`src/rtl/fifo_rd_unpack.sv`:
```
// fifo_rd_unpack: read-side adapter for fifo_sync.
// Pops wide words from the FIFO and absorbs its one-cycle read latency.
// Each word is split LSB-first into OUT_WIDE beats on a valid/ready stream.
// A 2-word buffer sustains full rate without a combinational path from FIFO data.
module fifo_rd_unpack #(
    parameter int DATA_WIDE = 64,
    parameter int OUT_WIDE  = 16
) (
    input  logic                 clk,
    input  logic                 rst_n,
    input  logic                 clr,
    input  logic                 fifo_empty,
    output logic                 fifo_rd_en,
    input  logic [DATA_WIDE-1:0] fifo_dout,
    output logic                 m_valid,
    input  logic                 m_ready,
    output logic [OUT_WIDE-1:0]  m_data,
    output logic                 m_last
);

    localparam int RATIO = DATA_WIDE / OUT_WIDE;
    localparam int CNT_W = (RATIO > 1) ? $clog2(RATIO) : 1;
    // Slice table is padded to a power of two so cnt can index it at full width.
    localparam int SLOTS = 1 << CNT_W;
    localparam logic [CNT_W-1:0] CNT_LAST = CNT_W'(RATIO - 1);

    generate
        if ((OUT_WIDE <= 0) || (OUT_WIDE > DATA_WIDE) || ((DATA_WIDE % OUT_WIDE) != 0)) begin : g_bad_width
            $error("fifo_rd_unpack: DATA_WIDE must be a non-zero multiple of OUT_WIDE");
        end
    endgenerate

    logic [DATA_WIDE-1:0] mem_q [2];
    logic                 wr_ptr_q, wr_ptr_d;
    logic                 rd_ptr_q, rd_ptr_d;
    logic                 inflight_q, inflight_d;
    logic [1:0]           occ_q, occ_d;
    logic [CNT_W-1:0]     cnt_q, cnt_d;

    logic [DATA_WIDE-1:0] head;
    logic [OUT_WIDE-1:0]  slice [SLOTS];
    logic                 beat;
    logic                 pop;
    logic                 capture;
    logic [2:0]           level;

    assign head = mem_q[rd_ptr_q];

    generate
        for (genvar gi = 0; gi < SLOTS; gi++) begin : g_slice
            if (gi < RATIO) begin : g_used
                assign slice[gi] = head[gi*OUT_WIDE +: OUT_WIDE];
            end else begin : g_pad
                assign slice[gi] = '0;
            end
        end
    endgenerate

    assign m_valid = (occ_q != 2'd0);
    assign m_last  = m_valid & (cnt_q == CNT_LAST);
    assign m_data  = m_valid ? slice[cnt_q] : '0;

    assign beat    = m_valid & m_ready;
    assign pop     = beat & m_last;
    // Returning data is dropped if a flush lands on the cycle it arrives.
    assign capture = inflight_q & ~clr;

    // Words held plus in flight, minus the one leaving this cycle. Including
    // pop lets a RATIO=1 stream issue a read every clock.
    assign level      = {1'b0, occ_q} + {2'b00, inflight_q} - {2'b00, pop};
    assign fifo_rd_en = rst_n & ~clr & ~fifo_empty & (level <= 3'd1);

    // Next-state for pointers, occupancy, beat index and in-flight flag; flush wins.
    always_comb begin
        wr_ptr_d   = wr_ptr_q;
        rd_ptr_d   = rd_ptr_q;
        occ_d      = occ_q;
        cnt_d      = cnt_q;
        inflight_d = inflight_q;
        if (clr) begin
            wr_ptr_d   = 1'b0;
            rd_ptr_d   = 1'b0;
            occ_d      = 2'd0;
            cnt_d      = '0;
            inflight_d = 1'b0;
        end else begin
            inflight_d = fifo_rd_en;
            if (capture) begin
                wr_ptr_d = ~wr_ptr_q;
            end
            if (pop) begin
                rd_ptr_d = ~rd_ptr_q;
            end
            occ_d = occ_q + {1'b0, capture} - {1'b0, pop};
            if (pop) begin
                cnt_d = '0;
            end else if (beat) begin
                cnt_d = cnt_q + CNT_W'(1);
            end
        end
    end

    // Control state register with asynchronous active-low reset.
    always_ff @(posedge clk or negedge rst_n) begin
        if (!rst_n) begin
            wr_ptr_q   <= 1'b0;
            rd_ptr_q   <= 1'b0;
            occ_q      <= 2'd0;
            cnt_q      <= '0;
            inflight_q <= 1'b0;
        end else begin
            wr_ptr_q   <= wr_ptr_d;
            rd_ptr_q   <= rd_ptr_d;
            occ_q      <= occ_d;
            cnt_q      <= cnt_d;
            inflight_q <= inflight_d;
        end
    end

    // Word buffer: no reset needed, contents are only visible while occ is non-zero.
    always_ff @(posedge clk) begin
        if (capture) begin
            mem_q[wr_ptr_q] <= fifo_dout;
        end
    end

endmodule

```
`config.mk`:
```
export PLATFORM = sky130hd
export DESIGN_NAME = fifo_rd_unpack
export DESIGN_NICKNAME = d
export VERILOG_FILES = /design/src/rtl/fifo_rd_unpack.sv
export SDC_FILE = /design/constraint.sdc
export NUM_CORES = 1
export LEC_CHECK = 0
export BUFFER_PORTS_ARGS = -buffer_cell sky130_fd_sc_hd__clkbuf_2
export CORE_ASPECT_RATIO = 0.5
export CORE_MARGIN = 2
export CORE_UTILIZATION = 45
export DETAILED_ROUTE_END_ITERATION = 12
export GPL_ROUTABILITY_DRIVEN = 0
export PLACE_DENSITY = 0.66
export SETUP_SLACK_MARGIN = 0.05
export SYNTH_ARGS = -nofsm -noshare
export SYNTH_HDL_FRONTEND = slang
export SYNTH_SLANG_ARGS = --single-unit
```
`constraint.sdc`:
```
create_clock -name clk -period 4.4 [get_ports clk]
set_input_delay 0.22 -clock clk [delete_from_list [all_inputs] [get_ports clk]]
set_output_delay 0.22 -clock clk [all_outputs]
set_load 0.005 [all_outputs]
```
== Yosys cells after proc, flatten, opt, wreduce, memory -nomap -nowiden ==
Memories as Yosys holds them, arrays and structs flattened.
Index checks and enable logic that the tools add are counted.
Storage, ports and cells
  register bits: 7
  memory bits (writable): 128
  input port bits: 69
  output and inout port bits: 19
  memories: 1
Memory list
  mem_q: depth 2, bits a word 64, rd ports 1, clocked after Yosys merged registers in 0, write ports 1, line 33  | logic [DATA_WIDE-1:0] mem_q [2];
Operators by class
  add/sub/neg operators: 5
  order comparisons: 2
  equality and inequality tests: 1
  muxes and demuxes: 15
  bitwise operators: 12
  reduce and logical (&&, ||, !) cells: 4
Operator list (number)
  $mux W16: 3
  $bmux W16 S2: 1
  $mux W2: 4
  $and A1 B1 Y1: 7
  $mux W1: 7
  $reduce_bool A2 Y1: 3
  $not A1 Y1: 4
  $add A2 B1 Y3: 1
  $ge A3 B3 Y1 const B: 1
  $le A3 B1 Y1 const B: 1
  $not A2 Y3: 1
  $reduce_bool A3 Y1: 1
  $sub A3 B1 Y3: 1
  $add A2 B1 Y2: 1
  $add A2 B1 Y2 const B: 1
  $eq A2 B2 Y1 const B: 1
  $sub A2 B1 Y2: 1

== Depth between registers and ports, before layout ==
  word-level depth: 7
  mapped depth: 9
  gate-level depth less buffers: 9

== Least setup slack after synthesis ==
No wires, ideal clock.
  path type: register to register
  start point: reg inflight_q
  end point: mem mem_q[0][0], enable pin
  data arrival time: 3.144 ns
  required time: 3.914 ns
  slack: 0.770 ns
  cell stages (with the launch flop): 3
  path buffers: 0
  period minus slack after synthesis: 3.630 ns
  cell sequence: dfrtp_1 > nand2b_1 > nor2_1
Between the ends
  cells in the longest elaborated chain, start to end: 3
Ends and longest elaborated chain
  start: declaration: line 36  | logic inflight_q, inflight_d;
  start signal: assignment: line 116  | inflight_q <= inflight_d;
  $and A1 B1 Y1: line 66  | assign capture = inflight_q & ~clr;
  $mux W1: line 122  | if (capture) begin
  $mux W1 (implied by the code): line 123  | mem_q[wr_ptr_q] <= fifo_dout;
  end: declaration: line 33
No other way between the ends.

== Worst setup path after layout ==
  start point: reg cnt_q[0]
  end point: out fifo_rd_en
Between the ends
  cells in the longest elaborated chain, start to end: 6
Ends and longest elaborated chain
  start: declaration: line 38  | logic [CNT_W-1:0] cnt_q, cnt_d;
  start signal: assignment: line 115  | cnt_q <= cnt_d;
  $eq A2 B2 Y1: line 60  | assign m_last = m_valid & (cnt_q == CNT_LAST);
  $and A1 B1 Y1: line 60
  $and A1 B1 Y1: line 64  | assign pop = beat & m_last;
  $sub A3 B1 Y3: line 70  | assign level = {1'b0, occ_q} + {2'b00, inflight_q} - {2'b00, pop};
  $le A3 B1 Y1: line 71  | assign fifo_rd_en = rst_n & ~clr & ~fifo_empty & (level <= 3'd1);
  $and A1 B1 Y1: line 71
  end: declaration: line 13  | output logic fifo_rd_en,
No other way between the ends.

==> impl_metrics.yaml <==
run_status:
  status: "complete, no violations"
floorplan:
  start_util_pct: 46.3
  fp.dieH_microns: 82.1
  rows: 28
  die_area_sq_um: 13100
  io_pins: 88
  die_x_microns: 160
  core_sq_um: 11800
placement:
  place_area_sq_um: 6020
  hpwl_microns: 6830
  port_buffers: 87
power_and_ir_drop:
  power_frac_seq_pct: 46.6
  p_leak_nw: 2.59
  swShare_pct: 19.0
  clock_power_share_pct: 49.6
  internal_power_w: 0.00249
  powerDensity_nw_per_um2: 432
  power.switching_w: 0.000583
  worst_ir_drop_vdd_uv: 288
  combPwrFrac_pct: 3.8
sta:
  slew_headroom_pct: 40.6
  max_freq_ghz: 0.347
  setup_tns_ps: 0
  fin_crit_sh_pct: 65.5
  fin_crit_ps: 2880
  drv_slew: 0
  setup_viol: 0
  skew_ps: 5.82
  finalHoldViolations: 0
  worst_pin_slew_ps: 892
  rsz0062_at_grt: "no"
grt:
  grt_pass1_wl_microns: 17100
  grt_usage_pct: 17.9
  grt_pass1_vias: 3385
  grt.overflow.total: 0
  grt_max_degree: 66
  antenna_found_initial: 0
critical_path:
  cpMostUsedCell: "ha_1"
  crit_chain: "ha_1 > nand2_1 > nor3b_1 > a21o_1 > ha_1 > inv_1 > fa_1 > nand4bb_1 > nor2_1 > clkbuf_2"
  crit_path_start_kind: "register"
  crit_required_ps: 4180
  cp_top_family: "adder cells"
  crit_buf_inv: 2
  cpPeakStageDelay_ps: 480
  critical_path_arrival_ps: 2660
  crit_type: "reg -> out"
  slowest_stage: "fa_1"
  end_kind: "output pin"
  worstPathMaxFanout: 7
routing:
  vias_per_cell: 5.09
  ant_nets: 0
  wire_per_inst_microns: 17.8
  drc: 0
  first_iter_violations: 180
  drt-pass1-iter-count: 4
  via_count: 3239
  wl_microns: 11300
layout:
  regArea_sq_um: 4020
  nets: 533
  multiInputGateArea_sq_um: 1320
  fin_area_sq_um: 7110
  drive_above_1_share_pct: 37.6
  n_fill_cell: 950
  area_growth_pct: 29.6
  n_antenna_cell: 0
synthesis:
  synth-edff-count: 128
  syn_inst: 321
  synth_top_flop_cell: "edfxtp_1"
  synthArstFlopShare_pct: 5.19
  syn_area_per_cell_sq_um: 17.1
  ys_types: 34
  seq_area_frac_synth_pct: 73.3
  ys_warn_count: 0
  syn_area_sq_um: 5480
  yosys_register_bits: 135
  synth_fp_nets: 395
clock_network:
  cts_root_buf: "clkbuf_16"
  clock_path_buffers: 2
  insertion_delay_ps: 410
  cts_tree: "done"
  cts_resized: 0
  cts.sinks: 135
  h-tree-depth: 4
  cts_buffers: 17
  clk_pin_slew_ps: 60
job:
  maxCapViolations: 0
worst_hold_path:
  hold_class: "in -> reg"
stage by stage:
step / instances / setup WS, ps / power, W / hold WS (ps) / utilization (%)
floorplan: 321 / 770 / 0.00149 / -75.6 / -
global placement: 560 / 2040 / 0.00154 / 79.7 / 50.9
detailed placement: 560 / 1990 / 0.00154 / 81.9 / 50.9
CTS: 635 / 1500 / 0.00309 / 2.81 / 59.9
global route: 636 / 1300 / 0.00315 / 0.334 / 60.0
finish: 636 / 1520 / 0.00307 / 7.58 / 60.0
synthesized netlist by cell type, types with 2 or more instances:
cell | instances | area share (%)
xnor2_1 | 2 | 0.32
o22ai_1 | 16 | 1.8
buf_6 | 7 | 1.4
nand2b_1 | 3 | 0.34
edfxtp_1 | 128 | 70
nand2_1 | 4 | 0.27
buf_2 | 2 | 0.18
a21oi_1 | 2 | 0.18
ha_1 | 4 | 0.91
a211oi_2 | 3 | 0.68
nor2b_1 | 17 | 1.9
buf_4 | 4 | 0.55
mux2_2 | 48 | 9.9
a211oi_1 | 13 | 1.8
inv_1 | 4 | 0.27
dfrtp_1 | 7 | 3.2
nor2_1 | 7 | 0.48
clkbuf_2 | 2 | 0.18
nor3_1 | 15 | 1.4
or2_1 | 2 | 0.23
xor2_1 | 3 | 0.48
o21ai_0 | 16 | 1.5
cell usage in the layout, fill, tap and decap left out, types with 5 or more instances in the layout:
cell type,count
nor2_1,5
o22ai_1,16
a211oi_1,13
nor3_1,15
nor2b_1,17
o21ai_0,16
bufinv_16,5
dlygate4sd3_1,45
dfrtp_1,6
clkbuf_2,87
mux2_2,48
edfxtp_1,128
clkbuf_16,17
layout make-up:
type,instances,area share (%)
tap,165,2.90
timing repair buffer,136,12.9
clock buffer,17,5.99
sequential,135,56.6
multi-input combinational,165,18.5
inverter,4,0.211
clock inverter,14,2.92
worst paths after layout:
check	from	to	slack (ps)	cells after the start
worst max-delay path	cnt_q[0]$_DFFE_PN0P_	fifo_rd_en	1520	10
worst min-delay path	fifo_dout[4]	mem_q[1][4]$_DFFE_PP_	8	1
worst max register to register	cnt_q[0]$_DFFE_PN0P_	inflight_q$_DFF_PN0_	2190	9
worst min register to register	inflight_q$_DFF_PN0_	wr_ptr_q$_DFFE_PN0P_	580	2
max in group asynchronous	rst_n	rd_ptr_q$_DFFE_PN0P_	4010	2
min in group asynchronous	rst_n	wr_ptr_q$_DFFE_PN0P_	190	2
flip-flops by register name, summed over array words and instances (netlist names):
signal	count
mem_q	128
cnt_q	2
occ_q	2
inflight_q	1
rd_ptr_q	1
wr_ptr_q	1
routing by layer:
layer / vias to the layer above / share of wire (%) / GRT usage (%) / wire, microns
met5: - / 0 / 0 / 0
met4: 0 / 1.7 / 7.93 / 188
met3: 20 / 3.9 / 5.00 / 445
met2: 68 / 51 / 32.0 / 5830
li1: 1529 / - / - / -
met1: 1622 / 43 / 20.9 / 4860
worst register-to-register path: cells and delay by family, from the launching register on:
kind | cells | cell delay [ps]
adder cells (fa/ha/maj) | 3 | 880
AND/OR/NAND/NOR | 4 | 660
flip-flops | 1 | 440
AO/OA/AOI/OAI | 1 | 130
buffers and inverters | 1 | 40
kinds of logic (layout without fill, tap and decap cells):
logic type      Yosys count  after routing  synth area share [%]
fa+ha+maj                 5              5                  1.28
compound gates           53             53                  6.30
mux                      48             48                  9.86
buf+inv                  21            171                  2.97
xor+xnor                  5              5                 0.799
simple gates             54             54                  5.50
flops                   135            135                  73.3
power by group through the flow:
stage          sequential [W]  combinational, W  clock (W)
2_1_floorplan         0.00146         0.0000302          0
6_report              0.00143          0.000116    0.00152
3_5_place_dp          0.00146         0.0000845          0
4_1_cts               0.00143          0.000117    0.00154
3_3_place_gp          0.00146         0.0000824          0
5_1_grt               0.00143          0.000128    0.00160
what timing repair did:
action / 4_1_cts / 5_1_grt
hold buffers: 44 / 1
hold endpoints to repair: 91 / 1
endpoints found under the setup margin: 0 / 0
buffers inserted: 0 / 0
Power figures use the tool's default switching activity.
